==> src/rtl/csel_adder_pipe.sv <==
// Pipelined carry-select adder/subtractor with a pipeline-wide valid/ready stall.
// Each stage resolves BPS blocks and registers its partial sum, its carry out and the operands.
module csel_adder_pipe #(
   parameter int unsigned WIDTH = 32,
   parameter int unsigned BLK   = 4,
   parameter int unsigned BPS   = 2
) (
   input  logic             clk,
   input  logic             rst,
   input  logic             in_valid,
   output logic             in_ready,
   input  logic [WIDTH-1:0] a,
   input  logic [WIDTH-1:0] b,
   input  logic             cin,
   input  logic             sub,
   output logic             out_valid,
   input  logic             out_ready,
   output logic [WIDTH-1:0] sum,
   output logic             cout,
   output logic             ovf
);
   localparam int unsigned NBLK = WIDTH / BLK;
   localparam int unsigned NSTG = (NBLK + BPS - 1) / BPS;

   logic             adv;
   logic             vld   [NSTG];
   logic [WIDTH-1:0] sum_q [NSTG];
   logic [WIDTH-1:0] opa_q [NSTG];
   logic [WIDTH-1:0] opb_q [NSTG];
   logic             cry_q [NSTG];
   logic             ovf_q;

   logic [WIDTH-1:0] in_a   [NSTG];
   logic [WIDTH-1:0] in_b   [NSTG];
   logic [WIDTH-1:0] in_s   [NSTG];
   logic             in_c   [NSTG];
   logic [WIDTH-1:0] sum_d  [NSTG];
   logic             cry_d  [NSTG];
   logic             msb_c;

   assign adv      = !vld[NSTG-1] || out_ready;
   assign in_ready = adv;

   always_comb begin
      logic [WIDTH-1:0] nsum;
      logic [BLK-1:0]   s0, s1;
      logic             c, c0, c1, m0, m1;
      int unsigned      blk, bi;
      nsum  = '0;
      s0    = '0;
      s1    = '0;
      c     = 1'b0;
      c0    = 1'b0;
      c1    = 1'b1;
      m0    = 1'b0;
      m1    = 1'b0;
      blk   = 0;
      bi    = 0;
      msb_c = 1'b0;
      // Stage 0 sees the port operands with b already inverted for subtract.
      in_a[0] = a;
      in_b[0] = sub ? ~b : b;
      in_c[0] = sub | cin;
      in_s[0] = '0;
      for (int unsigned k = 1; k < NSTG; k++) begin
         in_a[k] = opa_q[k-1];
         in_b[k] = opb_q[k-1];
         in_c[k] = cry_q[k-1];
         in_s[k] = sum_q[k-1];
      end
      for (int unsigned k = 0; k < NSTG; k++) begin
         nsum = in_s[k];
         c    = in_c[k];
         for (int unsigned j = 0; j < BPS; j++) begin
            blk = k * BPS + j;
            if (blk < NBLK) begin
               c0 = 1'b0;
               c1 = 1'b1;
               for (int unsigned i = 0; i < BLK; i++) begin
                  bi    = blk * BLK + i;
                  s0[i] = in_a[k][bi] ^ in_b[k][bi] ^ c0;
                  s1[i] = in_a[k][bi] ^ in_b[k][bi] ^ c1;
                  if (bi == WIDTH - 1) begin
                     m0 = c0;
                     m1 = c1;
                  end
                  c0 = (in_a[k][bi] & in_b[k][bi]) | (c0 & (in_a[k][bi] ^ in_b[k][bi]));
                  c1 = (in_a[k][bi] & in_b[k][bi]) | (c1 & (in_a[k][bi] ^ in_b[k][bi]));
               end
               nsum[blk*BLK +: BLK] = c ? s1 : s0;
               if (blk == NBLK - 1) msb_c = c ? m1 : m0;
               c = c ? c1 : c0;
            end
         end
         sum_d[k] = nsum;
         cry_d[k] = c;
      end
   end

   always_ff @(posedge clk or posedge rst) begin
      if (rst) begin
         for (int unsigned k = 0; k < NSTG; k++) begin
            vld[k]   <= 1'b0;
            sum_q[k] <= '0;
            opa_q[k] <= '0;
            opb_q[k] <= '0;
            cry_q[k] <= 1'b0;
         end
         ovf_q <= 1'b0;
      end else if (adv) begin
         vld[0] <= in_valid;
         for (int unsigned k = 1; k < NSTG; k++) vld[k] <= vld[k-1];
         for (int unsigned k = 0; k < NSTG; k++) begin
            sum_q[k] <= sum_d[k];
            opa_q[k] <= in_a[k];
            opb_q[k] <= in_b[k];
            cry_q[k] <= cry_d[k];
         end
         ovf_q <= msb_c ^ cry_d[NSTG-1];
      end
   end

   assign out_valid = vld[NSTG-1];
   assign sum       = sum_q[NSTG-1];
   assign cout      = cry_q[NSTG-1];
   assign ovf       = ovf_q;

endmodule

==> config.mk <==
export PLATFORM = sky130hd
export DESIGN_NAME = csel_adder_pipe
export DESIGN_NICKNAME = d
export VERILOG_FILES = /design/src/rtl/csel_adder_pipe.sv
export SDC_FILE = /design/constraint.sdc
export NUM_CORES = 1
export LEC_CHECK = 0
export ABC_AREA = 1
export CORE_ASPECT_RATIO = 1.5
export CORE_MARGIN = 10
export CORE_UTILIZATION = 25
export DETAILED_ROUTE_END_ITERATION = 6
export GPL_TIMING_DRIVEN = 1
export HOLD_SLACK_MARGIN = 0.03
export SYNTH_ARGS = -nofsm -noshare
export SYNTH_HDL_FRONTEND = slang
export SYNTH_SLANG_ARGS = --single-unit
export TNS_END_PERCENT = 5
==> constraint.sdc <==
create_clock -name clk -period 15.3 [get_ports clk]
set_input_delay 2.295 -clock clk [delete_from_list [all_inputs] [get_ports clk]]
set_output_delay 2.295 -clock clk [all_outputs]
set_load 0.05 [all_outputs]
; Word-level counts from Yosys, hierarchy flattened
; Cells that the tools add are included.
[classes]
addsub = 0
multipliers = 0
div = 0
order_cmp = 0
eq_ne = 0
shifts = 0
muxes = 18
bitwise = 227
n_reduce_logical = 2
[ops]
columns = operator, count
row1 = $xor A1 B1 Y1, 81
row2 = $and A1 B1 Y1, 80
row3 = $or A1 B1 Y1, 57
row4 = $mux W32, 1
row5 = $mux W4, 8
row6 = $not A32 Y32, 1
row7 = $mux W1, 9
row8 = $not A1 Y1, 8
row9 = $logic_not A1 Y1, 1
row10 = $logic_or A1 B1 Y1, 1
[totals]
regBits = 281
latch_bits = 0
ram_bits = 0
romBits = 0
input_bits = 70
output_inout_bits = 36
wordCells = 266
memories = 0

; Logic depth before layout (Yosys ltp)
; Gate-level depths: netlist of the first run.
[logic_depth]
depth_word = 12
mapped_depth = 20

; Worst setup path after synthesis of the first run
; OpenSTA, ideal clock, no wires.
[synth_timing]
kind = input-to-reg
start = in sub
end = reg sum_q (netlist bit in_s[71])
setup_ps = 116
t_arrival_ps = 5475
t_required_ps = 15184
slack_ps = 9709
stages = 20
n_path_buf = 2
path_cell_list = buf_6 -> buf_2 -> xnor2_1 -> inv_1 -> ha_1 -> o21ai_0 -> fa_1 -> inv_1 -> fa_1 -> fa_1 -> inv_1 -> nand2_1 -> o21ai_0 -> fa_1 -> inv_1 -> fa_1 -> inv_1 -> fa_1 -> nand2_1 -> nand2_1
[synth_rtl]
columns = element, line
row1 = from (decl), 15  ; input logic sub,
row2 = "to (signal, indexed assignment)", 114  ; sum_q[k] <= sum_d[k];
row3 = to (decl), 27  ; logic [WIDTH-1:0] sum_q [NSTG];

; Final worst setup path of the first run
[layout_timing]
start = in out_ready
end = out in_ready
[layout_via]
elab_chain_cells = 1
[layout_rtl]
columns = element, line
row1 = from (decl), 17  ; input logic out_ready,
row2 = $logic_or A1 B1 Y1, 41  ; assign adv = !vld[NSTG-1] || out_ready;
row3 = to (decl), 11  ; output logic in_ready,
; Every way passes these cells.

==> flow_summary.json, run 1 <==
{
  "outcome": "finished clean",
  "worstSetupPathType": "input pin to output port",
  "path_delay_family": "buffers and inverters",
  "start_util": 0.253,
  "cts_resized": 0,
  "io_pins": 106,
  "path_cells": "clkdlybuf4s50_1 -> inv_2 -> nand2_8 -> clkdlybuf4s50_1",
  "fp.coreArea_um2": 32600,
  "synthMuxAreaShare": 0,
  "die_h_um": 243,
  "die_w_um": 168,
  "rsz0062_at_grt": "false",
  "synthDistinctLibCells": 21,
  "clockBufferDepth": 2,
  "wl_per_cell_um": 13.3,
  "critPathLaunchType": "input pin",
  "vias_per_cell": 4.04,
  "hold_buffers": 0,
  "clock_skew_ns": 0.0103,
  "period_share": 0.413,
  "setup_viol": 0,
  "grt_pass1_vias": 5840,
  "startpoint": "out_ready",
  "rr_endpoint": "sum[31]$_DFFE_PP0P_",
  "finalHoldViolCount": 0,
  "drt.antenna.violating_nets": 0,
  "crit_slowest_cell": "clkdlybuf4s50_1",
  "r2r_slack_ns": 11.63,
  "max-cap-violations": 0,
  "grt_usage": 0.0959,
  "synth_cells": 915,
  "drive_above_1_share": 0.0475,
  "gp_congestion": 0.744,
  "area_growth_pct": 23.5,
  "cts_buffers": 17,
  "crit_end": "in_ready",
  "first_pass_iters": 4,
  "first_iter_violations": 469,
  "postSynthAreaPerCell_um2": 9.04,
  "cp_max_fo": 65,
  "max_freq_ghz": 0.158,
  "dp_hpwl_mm": 13.1,
  "nets": 1108,
  "cp-end-kind": "output port",
  "clk_pin_slew_ns": 0.07,
  "critical_path_depth": 4,
  "root_buffer": "clkbuf_16",
  "hold_class": "flip-flop to flip-flop",
  "drv_slew": 0,
  "place.port_buffers": 105,
  "yosys_warnings": 0,
  "drc": 0,
  "grt.overflow.total": 0,
  "num_rows": 81,
  "cts_sinks": 185,
  "routed_wl_mm": 19.0,
  "synth_compound_area_frac": 0.0593,
  "crit_buf_inv": 3,
  "syn_area_um2": 8270,
  "fin_ws_ns": 8.99,
  "cts_setup_buffers": 0,
  "p_per_area_nw_per_um2": 203,
  "vdd_drop_max_mv": 0.0866,
  "period_needed_ns": 6.31,
  "dieArea_um2": 40900,
  "tns_ns": 0,
  "power_leakage_uw": 0.00502,
  "cts_tree": "built",
  "n_fill_cell": 3403,
  "ys_seq_area_frac": 0.560,
  "antenna_found_initial": 2,
  "grt_max_degree": 116,
  "synth-xor-area-share": 0.0106,
  "pre_cts_ws_ns": 8.95,
  "synth_nets": 1025,
  "synth-simple-area-share": 0.213,
  "clock_latency_ns": 0.44,
  "grt_pass1_wl_mm": 31.3,
  "route.vias.total": 5765,
  "crit_top_cell": "clkdlybuf4s50_1",
  "crit_arrival_ns": 4.02,
  "yosys.area_share.adder": 0.0823,
  "required_ns": 13.01,
  "worst_path_largest_cell_delay_ns": 0.89,
  "tightest_slew_ns": 0.993,
  "synth_top_family_by_area": "simple AND/OR/NAND/NOR gates",
  "maxSlewHeadroom": 0.338,
  "htreeDepth": 4,
  "r2r-start": "in_a[24]$_DFFE_PP0P_",
  "synth_seq_cells": 185,
  "rr_worst_depth": 13
}
report_power, final:
group | switching (uW) | leakage [uW] | internal, uW
Sequential | 114 | 0.00223 | 707
Combinational | 513 | 0.00249 | 288
Clock | 198 | 0.000298 | 258
Total | 824 | 0.00502 | 1250
cell type report:
type	instances	area [um^2]	share of cell area
timing repair buffer	110	1080	0.106
tap	415	519	0.0508
clock inverter	10	129	0.0126
multi-input combinational	594	3030	0.296
clock buffer	22	474	0.0464
antenna	2	5.00	0.000490
inverter	90	348	0.0341
sequential	185	4630	0.453
per-stage QoR:
stage | hold WS (ns) | power, uW | utilization | cells | instance area (um^2)
floorplan | 0.420 | 1410 | - | 915 | 8270
global placement | 0.443 | 1630 | 0.294 | 1394 | 9610
detailed placement | 0.444 | 1650 | 0.294 | 1394 | 9610
CTS | 0.462 | 2120 | 0.313 | 1426 | 10200
global route | 0.481 | 2260 | 0.313 | 1428 | 10200
finish | 0.459 | 2080 | 0.313 | 1428 | 10200
synthesized netlist by cell type, drive strengths merged:
library cell	number	area, um^2
o21ai	95	475
fa	24	480
nand3	31	155
nor2	4	15.0
ha	16	200
or2	15	93.8
xor2	4	35.0
inv	90	340
dfrtp	185	4630
clkbuf	3	11.3
nand2	396	1490
buf	43	270
a21oi	3	15.0
xnor2	6	52.6
flip-flops by register name, indices dropped and copies added (netlist names):
name	count
cry_q	3
in_b	48
vld	3
ovf	1
out_valid	1
sum	32
cout	1
in_s	48
in_a	48
placed cells by master (no fill, tap or decap):
| cell | Yosys | routed |
|---|---|---|
| inv_1 | 88 | 87 |
| inv_8 | 0 | 2 |
| nor2_1 | 4 | 4 |
| o21ai_1 | 16 | 16 |
| xor2_1 | 4 | 4 |
| clkbuf_16 | 0 | 17 |
| inv_4 | 1 | 1 |
| o21ai_0 | 79 | 79 |
| or2_0 | 7 | 7 |
| ha_1 | 16 | 16 |
| fa_1 | 24 | 24 |
| inv_6 | 0 | 5 |
| clkinv_4 | 0 | 1 |
| buf_4 | 12 | 5 |
| buf_2 | 27 | 1 |
| or2_2 | 8 | 8 |
| clkinv_2 | 0 | 1 |
| xnor2_1 | 6 | 6 |
| dfrtp_1 | 185 | 185 |
| clkdlybuf4s50_1 | 0 | 104 |
| inv_2 | 1 | 1 |
| a21oi_1 | 3 | 3 |
| bufinv_16 | 0 | 2 |
| diode_2 | 0 | 2 |
| clkbuf_1 | 3 | 2 |
| clkbuf_8 | 0 | 3 |
| nand2_8 | 0 | 1 |
| nand2_1 | 395 | 395 |
| nand3_1 | 31 | 31 |
routing by layer:
| metal | global-route usage | vias to the layer above | share of wire |
|---|---|---|---|
| li1 | - | 2958 | - |
| met5 | 0 | - | 0 |
| met2 | 0.163 | 73 | 0.51 |
| met4 | 0.0367 | 0 | 0.015 |
| met3 | 0.0307 | 12 | 0.041 |
| met1 | 0.109 | 2722 | 0.43 |
worst min-delay path by stage:
stage | startpoint | to | slack (ns) | depth (start not counted)
global placement | vld[1]$_DFFE_PP0P_ | out_valid$_DFFE_PP0P_ | 0.44 | 2
global route | vld[1]$_DFFE_PP0P_ | out_valid$_DFFE_PP0P_ | 0.48 | 2
detailed placement | vld[1]$_DFFE_PP0P_ | out_valid$_DFFE_PP0P_ | 0.44 | 2
CTS | vld[1]$_DFFE_PP0P_ | out_valid$_DFFE_PP0P_ | 0.46 | 2
finish | vld[1]$_DFFE_PP0P_ | out_valid$_DFFE_PP0P_ | 0.46 | 2
floorplan | vld[1]$_DFFE_PP0P_ | out_valid$_DFFE_PP0P_ | 0.42 | 2
worst min-delay path, stage by stage, from the launching register on:
cell and delay [ns]:
dfrtp_1 0.32, inv_1 0.04, nand2_1 0.06
cells by family after synthesis:
kind of cell / Yosys count
adder cells (fa/ha/maj): 40
buffers and inverters: 136
AND/OR/NAND/NOR: 446
flip-flops: 185
XOR/XNOR: 10
AO/OA/AOI/OAI: 98
No activity file was read; power rests on OpenSTA's default activity.
==> run 2, diff against run 1 <==
Clock period 15.3 ns to 5.87 ns, I/O delays scaled along.
==> flow_summary.json, run 2 (synthesis gave the netlist of run 1 again) <==
{
  "r2r_slack_ns": 2.20,
  "tns_ns": 0,
  "first_iter_violations": 360,
  "nets": 1109,
  "maxSlewHeadroom": 0.346,
  "cts_sinks": 185,
  "clock_skew_ns": 0.00944,
  "dp_hpwl_mm": 13.0,
  "routed_wl_mm": 18.9,
  "required_ns": 6.20,
  "diodes": 0,
  "max_freq_ghz": 0.245,
  "drv_slew": 0,
  "internal-power_uw": 3250,
  "cp-end-kind": "flip-flop",
  "power_leakage_uw": 0.00502,
  "clk_pin_slew_ns": 0.07,
  "whs_ns": 0.455,
  "r2r-start": "in_a[24]$_DFFE_PP0P_",
  "combPwrFrac": 0.387,
  "drive_above_1_share": 0.0494,
  "grtUsageMet2": 0.154,
  "p_sw_uw": 2170,
  "mostFrequentLayoutCell": "nand2_1",
  "wl_per_cell_um": 13.2,
  "cts_setup_buffers": 0,
  "area_growth_pct": 23.6,
  "drc": 0,
  "root_buffer": "clkbuf_16",
  "grt.overflow.total": 0,
  "vdd_drop_max_mv": 0.226,
  "pwr-share-clk": 0.217,
  "num_rows": 81,
  "tightest_slew_ns": 0.982,
  "route.vias.total": 5782,
  "outcome": "finished clean",
  "die_h_um": 243,
  "rsz0062_at_grt": "false",
  "p_per_area_nw_per_um2": 530,
  "period_needed_ns": 4.09,
  "drt.antenna.violating_nets": 0,
  "clockBufferDepth": 2,
  "cp_max_fo": 3,
  "die_w_um": 168,
  "switching_share": 0.400,
  "period_share": 0.697,
  "grt_pass1_wl_mm": 31.3,
  "antenna_found_initial": 1,
  "place.port_buffers": 105,
  "cts_tree": "built",
  "min_from": "vld[1]$_DFFE_PP0P_",
  "io_pins": 106,
  "fp.coreArea_um2": 32600,
  "grt_pass1_vias": 5804,
  "max-cap-violations": 0,
  "setup_viol": 0,
  "htreeDepth": 4,
  "clock_latency_ns": 0.44,
  "grt.met3_usage": 0.0301,
  "gp_congestion": 0.768,
  "power_frac_seq": 0.396,
  "grt_usage": 0.0954,
  "start_util": 0.253,
  "grt-busiest-layer": "met2",
  "worstSetupPathType": "input pin to flip-flop",
  "grt_use_met1": 0.114,
  "finalHoldViolCount": 0,
  "hold_class": "flip-flop to flip-flop",
  "cts_resized": 0,
  "vias_per_cell": 4.05,
  "grt_max_degree": 129,
  "layout_common_cells": "nand2_1, dfrtp_1, clkdlybuf4s50_1, inv_1, o21ai_0",
  "cts_buffers": 17,
  "first_pass_iters": 4,
  "crit_arrival_ns": 4.42,
  "hold_buffers": 0,
  "dieArea_um2": 40900,
  "startpoint": "b[0]",
  "critPathLaunchType": "input pin"
}
-- run 2: changes by cell type in the layout (fill, tap and decap cells not counted) --
cell and delta:
diode_2 -2, clkbuf_8 -2, clkbuf_1 -1, inv_6 +1, clkinvlp_4 +2, buf_12 +1
-- run 2: layout make-up --
class                      count  area (um^2)
tap                          415          519
timing repair buffer         111         1100
clock inverter                13          156
multi-input combinational    594         3030
clock buffer                  19          443
sequential                   185         4630
inverter                      90          344
fill                        3396        22400
-- run 2: worst paths after layout --
check                                             end  cells past startpoint
worst max-delay path             in_s[71]$_DFFE_PP0P_                     19
worst min-delay path            out_valid$_DFFE_PP0P_                      2
worst max register to register    sum[31]$_DFFE_PP0P_                     13
worst min register to register  out_valid$_DFFE_PP0P_                      2
max in group asynchronous        in_b[81]$_DFFE_PP0P_                      3
min in group asynchronous         sum[25]$_DFFE_PP0P_                      2
-- run 2: power by group through the flow --
stage / Combinational [uW] / Sequential (uW) / Clock, uW
after detailed placement: 2140 / 2180 / 0
after floorplan: 1160 / 2510 / 0
after global routing: 2420 / 2220 / 1270
after CTS: 2150 / 2150 / 1210
after global placement: 2090 / 2160 / 0
final: 2100 / 2150 / 1170
-- run 2: through the flow --
stage | area (um^2) | worst slack [ns] | std cells | utilization | power [uW]
global route | 10200 | 1.48 | 1427 | 0.313 | 5910
finish | 10200 | 1.78 | 1427 | 0.313 | 5420
CTS | 10200 | 1.77 | 1427 | 0.313 | 5510
global placement | 9620 | 1.31 | 1395 | 0.295 | 4250
floorplan | 8270 | 1.69 | 915 | - | 3670
detailed placement | 9620 | 1.29 | 1395 | 0.295 | 4310
-- run 2: worst max-delay path, stage by stage --
cell             delay (ns)
clkdlybuf4s50_1        0.48
xnor2_1                0.14
inv_1                  0.06
ha_1                   0.17
o21ai_0                0.20
fa_1                   0.20
inv_1                  0.05
fa_1                   0.38
fa_1                   0.43
inv_1                  0.09
nand2_1                0.05
o21ai_0                0.08
fa_1                   0.20
inv_1                  0.05
fa_1                   0.35
inv_1                  0.07
fa_1                   0.40
nand2_1                0.07
nand2_1                0.06
-- run 2: metal layers --
metal | wire length [um] | part of all wire | vias up
li1 | - | - | 2955
met1 | 8300 | 0.44 | 2717
met2 | 9240 | 0.49 | 85
met3 | 891 | 0.047 | 23
met4 | 427 | 0.023 | 2
met5 | 13 | 0.00069 | -
==> run 3, diff against run 2 <==
Clock period 5.87 ns to 4 ns, I/O delays scaled along.
==> flow_summary.json, run 3 (synthesis gave the netlist of run 1 again) <==
{
  "gp_congestion": 0.775,
  "nets": 1114,
  "grt_pass1_vias": 5876,
  "routed_wl_mm": 19.0,
  "tightest_slew_ns": 0.781,
  "p_per_area_nw_per_um2": 778,
  "tns_ns": 0,
  "htreeDepth": 4,
  "grt_pass1_wl_mm": 31.3,
  "cts_resized": 0,
  "critPathLaunchType": "input pin",
  "cp_max_fo": 3,
  "clock_skew_ns": 0.00592,
  "cts_tree": "built",
  "finalHoldViolCount": 0,
  "num_rows": 81,
  "drc": 0,
  "cp-end-kind": "flip-flop",
  "crit_top_cell": "inv_1",
  "start_util": 0.253,
  "clk_pin_slew_ns": 0.07,
  "fp.coreArea_um2": 32600,
  "worstSetupPathType": "input pin to flip-flop",
  "area_growth_pct": 24.7,
  "drive_above_1_share": 0.0580,
  "setup_viol": 0,
  "max_freq_ghz": 0.267,
  "grt.overflow.total": 0,
  "first_pass_iters": 4,
  "route.vias.total": 5778,
  "drv_slew": 0,
  "grt_usage": 0.0962,
  "clock_latency_ns": 0.44,
  "place_area_um2": 9670,
  "dieArea_um2": 40900,
  "hold_buffers": 0,
  "drt.antenna.violating_nets": 0,
  "period_share": 0.935,
  "stdcell_area_um2": 10300,
  "first_iter_violations": 378,
  "diodes": 0,
  "root_buffer": "clkbuf_16",
  "dp_hpwl_mm": 13.0,
  "vias_per_cell": 4.03,
  "die_h_um": 243,
  "maxSlewHeadroom": 0.479,
  "worst_path_largest_cell_delay_ns": 0.50,
  "clockBufferDepth": 2,
  "antenna_found_initial": 0,
  "crit_slowest_cell": "clkdlybuf4s50_1",
  "crit_arrival_ns": 4.07,
  "place.port_buffers": 105,
  "wl_per_cell_um": 13.2,
  "pre_cts_ws_ns": -0.347,
  "fin_ws_ns": 0.258,
  "rsz0062_at_grt": "false",
  "period_needed_ns": 3.74,
  "cts_setup_buffers": 0,
  "path_cells": "clkdlybuf4s50_1 -> xnor2_2 -> inv_1 -> ha_1 -> o21ai_1 -> fa_1 -> inv_1 -> fa_1 -> fa_2 -> inv_1 -> nand2_1 -> o21ai_0 -> fa_2 -> inv_1 -> fa_1 -> inv_1 -> fa_1 -> nand2_1 -> nand2_1",
  "vdd_drop_max_mv": 0.311,
  "io_pins": 106,
  "max-cap-violations": 0,
  "required_ns": 4.33,
  "cts_buffers": 17,
  "outcome": "finished clean",
  "layout_common_cells": "nand2_1, dfrtp_1, clkdlybuf4s50_1, inv_1, o21ai_0",
  "grt_max_degree": 126,
  "power_leakage_uw": 0.00506,
  "hold_class": "flip-flop to flip-flop",
  "cts_sinks": 185,
  "die_w_um": 168,
  "mostFrequentLayoutCell": "nand2_1"
}
-- run 3: power by group --
part           switching, uW  internal [uW]
Sequential               439           2700
Combinational           1980           1120
Clock                    745           1040
-- run 3: path summary, 6_finish.rpt --
path / from / to / slack, ns / cells past startpoint
worst max-delay path: b[0] / in_s[71]$_DFFE_PP0P_ / 0.26 / 19
worst min-delay path: vld[1]$_DFFE_PP0P_ / out_valid$_DFFE_PP0P_ / 0.45 / 2
worst max register to register: in_a[24]$_DFFE_PP0P_ / sum[31]$_DFFE_PP0P_ / 0.34 / 13
worst min register to register: vld[1]$_DFFE_PP0P_ / out_valid$_DFFE_PP0P_ / 0.45 / 2
max in group asynchronous: rst / in_s[20]$_DFFE_PP0P_ / 2.70 / 3
min in group asynchronous: rst / in_a[31]$_DFFE_PP0P_ / 0.64 / 3
-- run 3: worst max-delay path: cells and delay by family --
family                     cells  cell delay (ns)
buffers and inverters          6             0.80
AOI/OAI and AO/OA              2             0.26
adders and majority gates      7             2.10
and+or+nand+nor                3             0.18
xor gates and xnor gates       1             0.13
-- run 3: per-layer routing --
| metal | up-vias | wire length, um | global-route usage |
|---|---|---|---|
| met3 | 17 | 811 | 0.0281 |
| met1 | 2720 | 8180 | 0.115 |
| met2 | 78 | 9590 | 0.159 |
| met4 | 0 | 382 | 0.0382 |
| li1 | 2963 | - | - |
| met5 | - | 0 | 0 |
-- run 3: per-stage QoR --
stage	total power [uW]	cells	util	hold WS, ns
2_1_floorplan	5390	915	-	0.420
3_3_place_gp	6260	1400	0.296	0.445
3_5_place_dp	6350	1400	0.296	0.447
4_1_cts	8190	1432	0.316	0.465
5_1_grt	8730	1432	0.316	0.491
6_report	8030	1432	0.316	0.454
-- run 3: layout make-up --
cell class	count	area, um^2
Multi-Input combinational cell	594	3040
Clock inverter	12	161
Timing Repair Buffer	116	1150
Clock buffer	20	467
Inverter	90	344
Sequential cell	185	4630
Fill cell	3378	22300
Tap cell	415	519
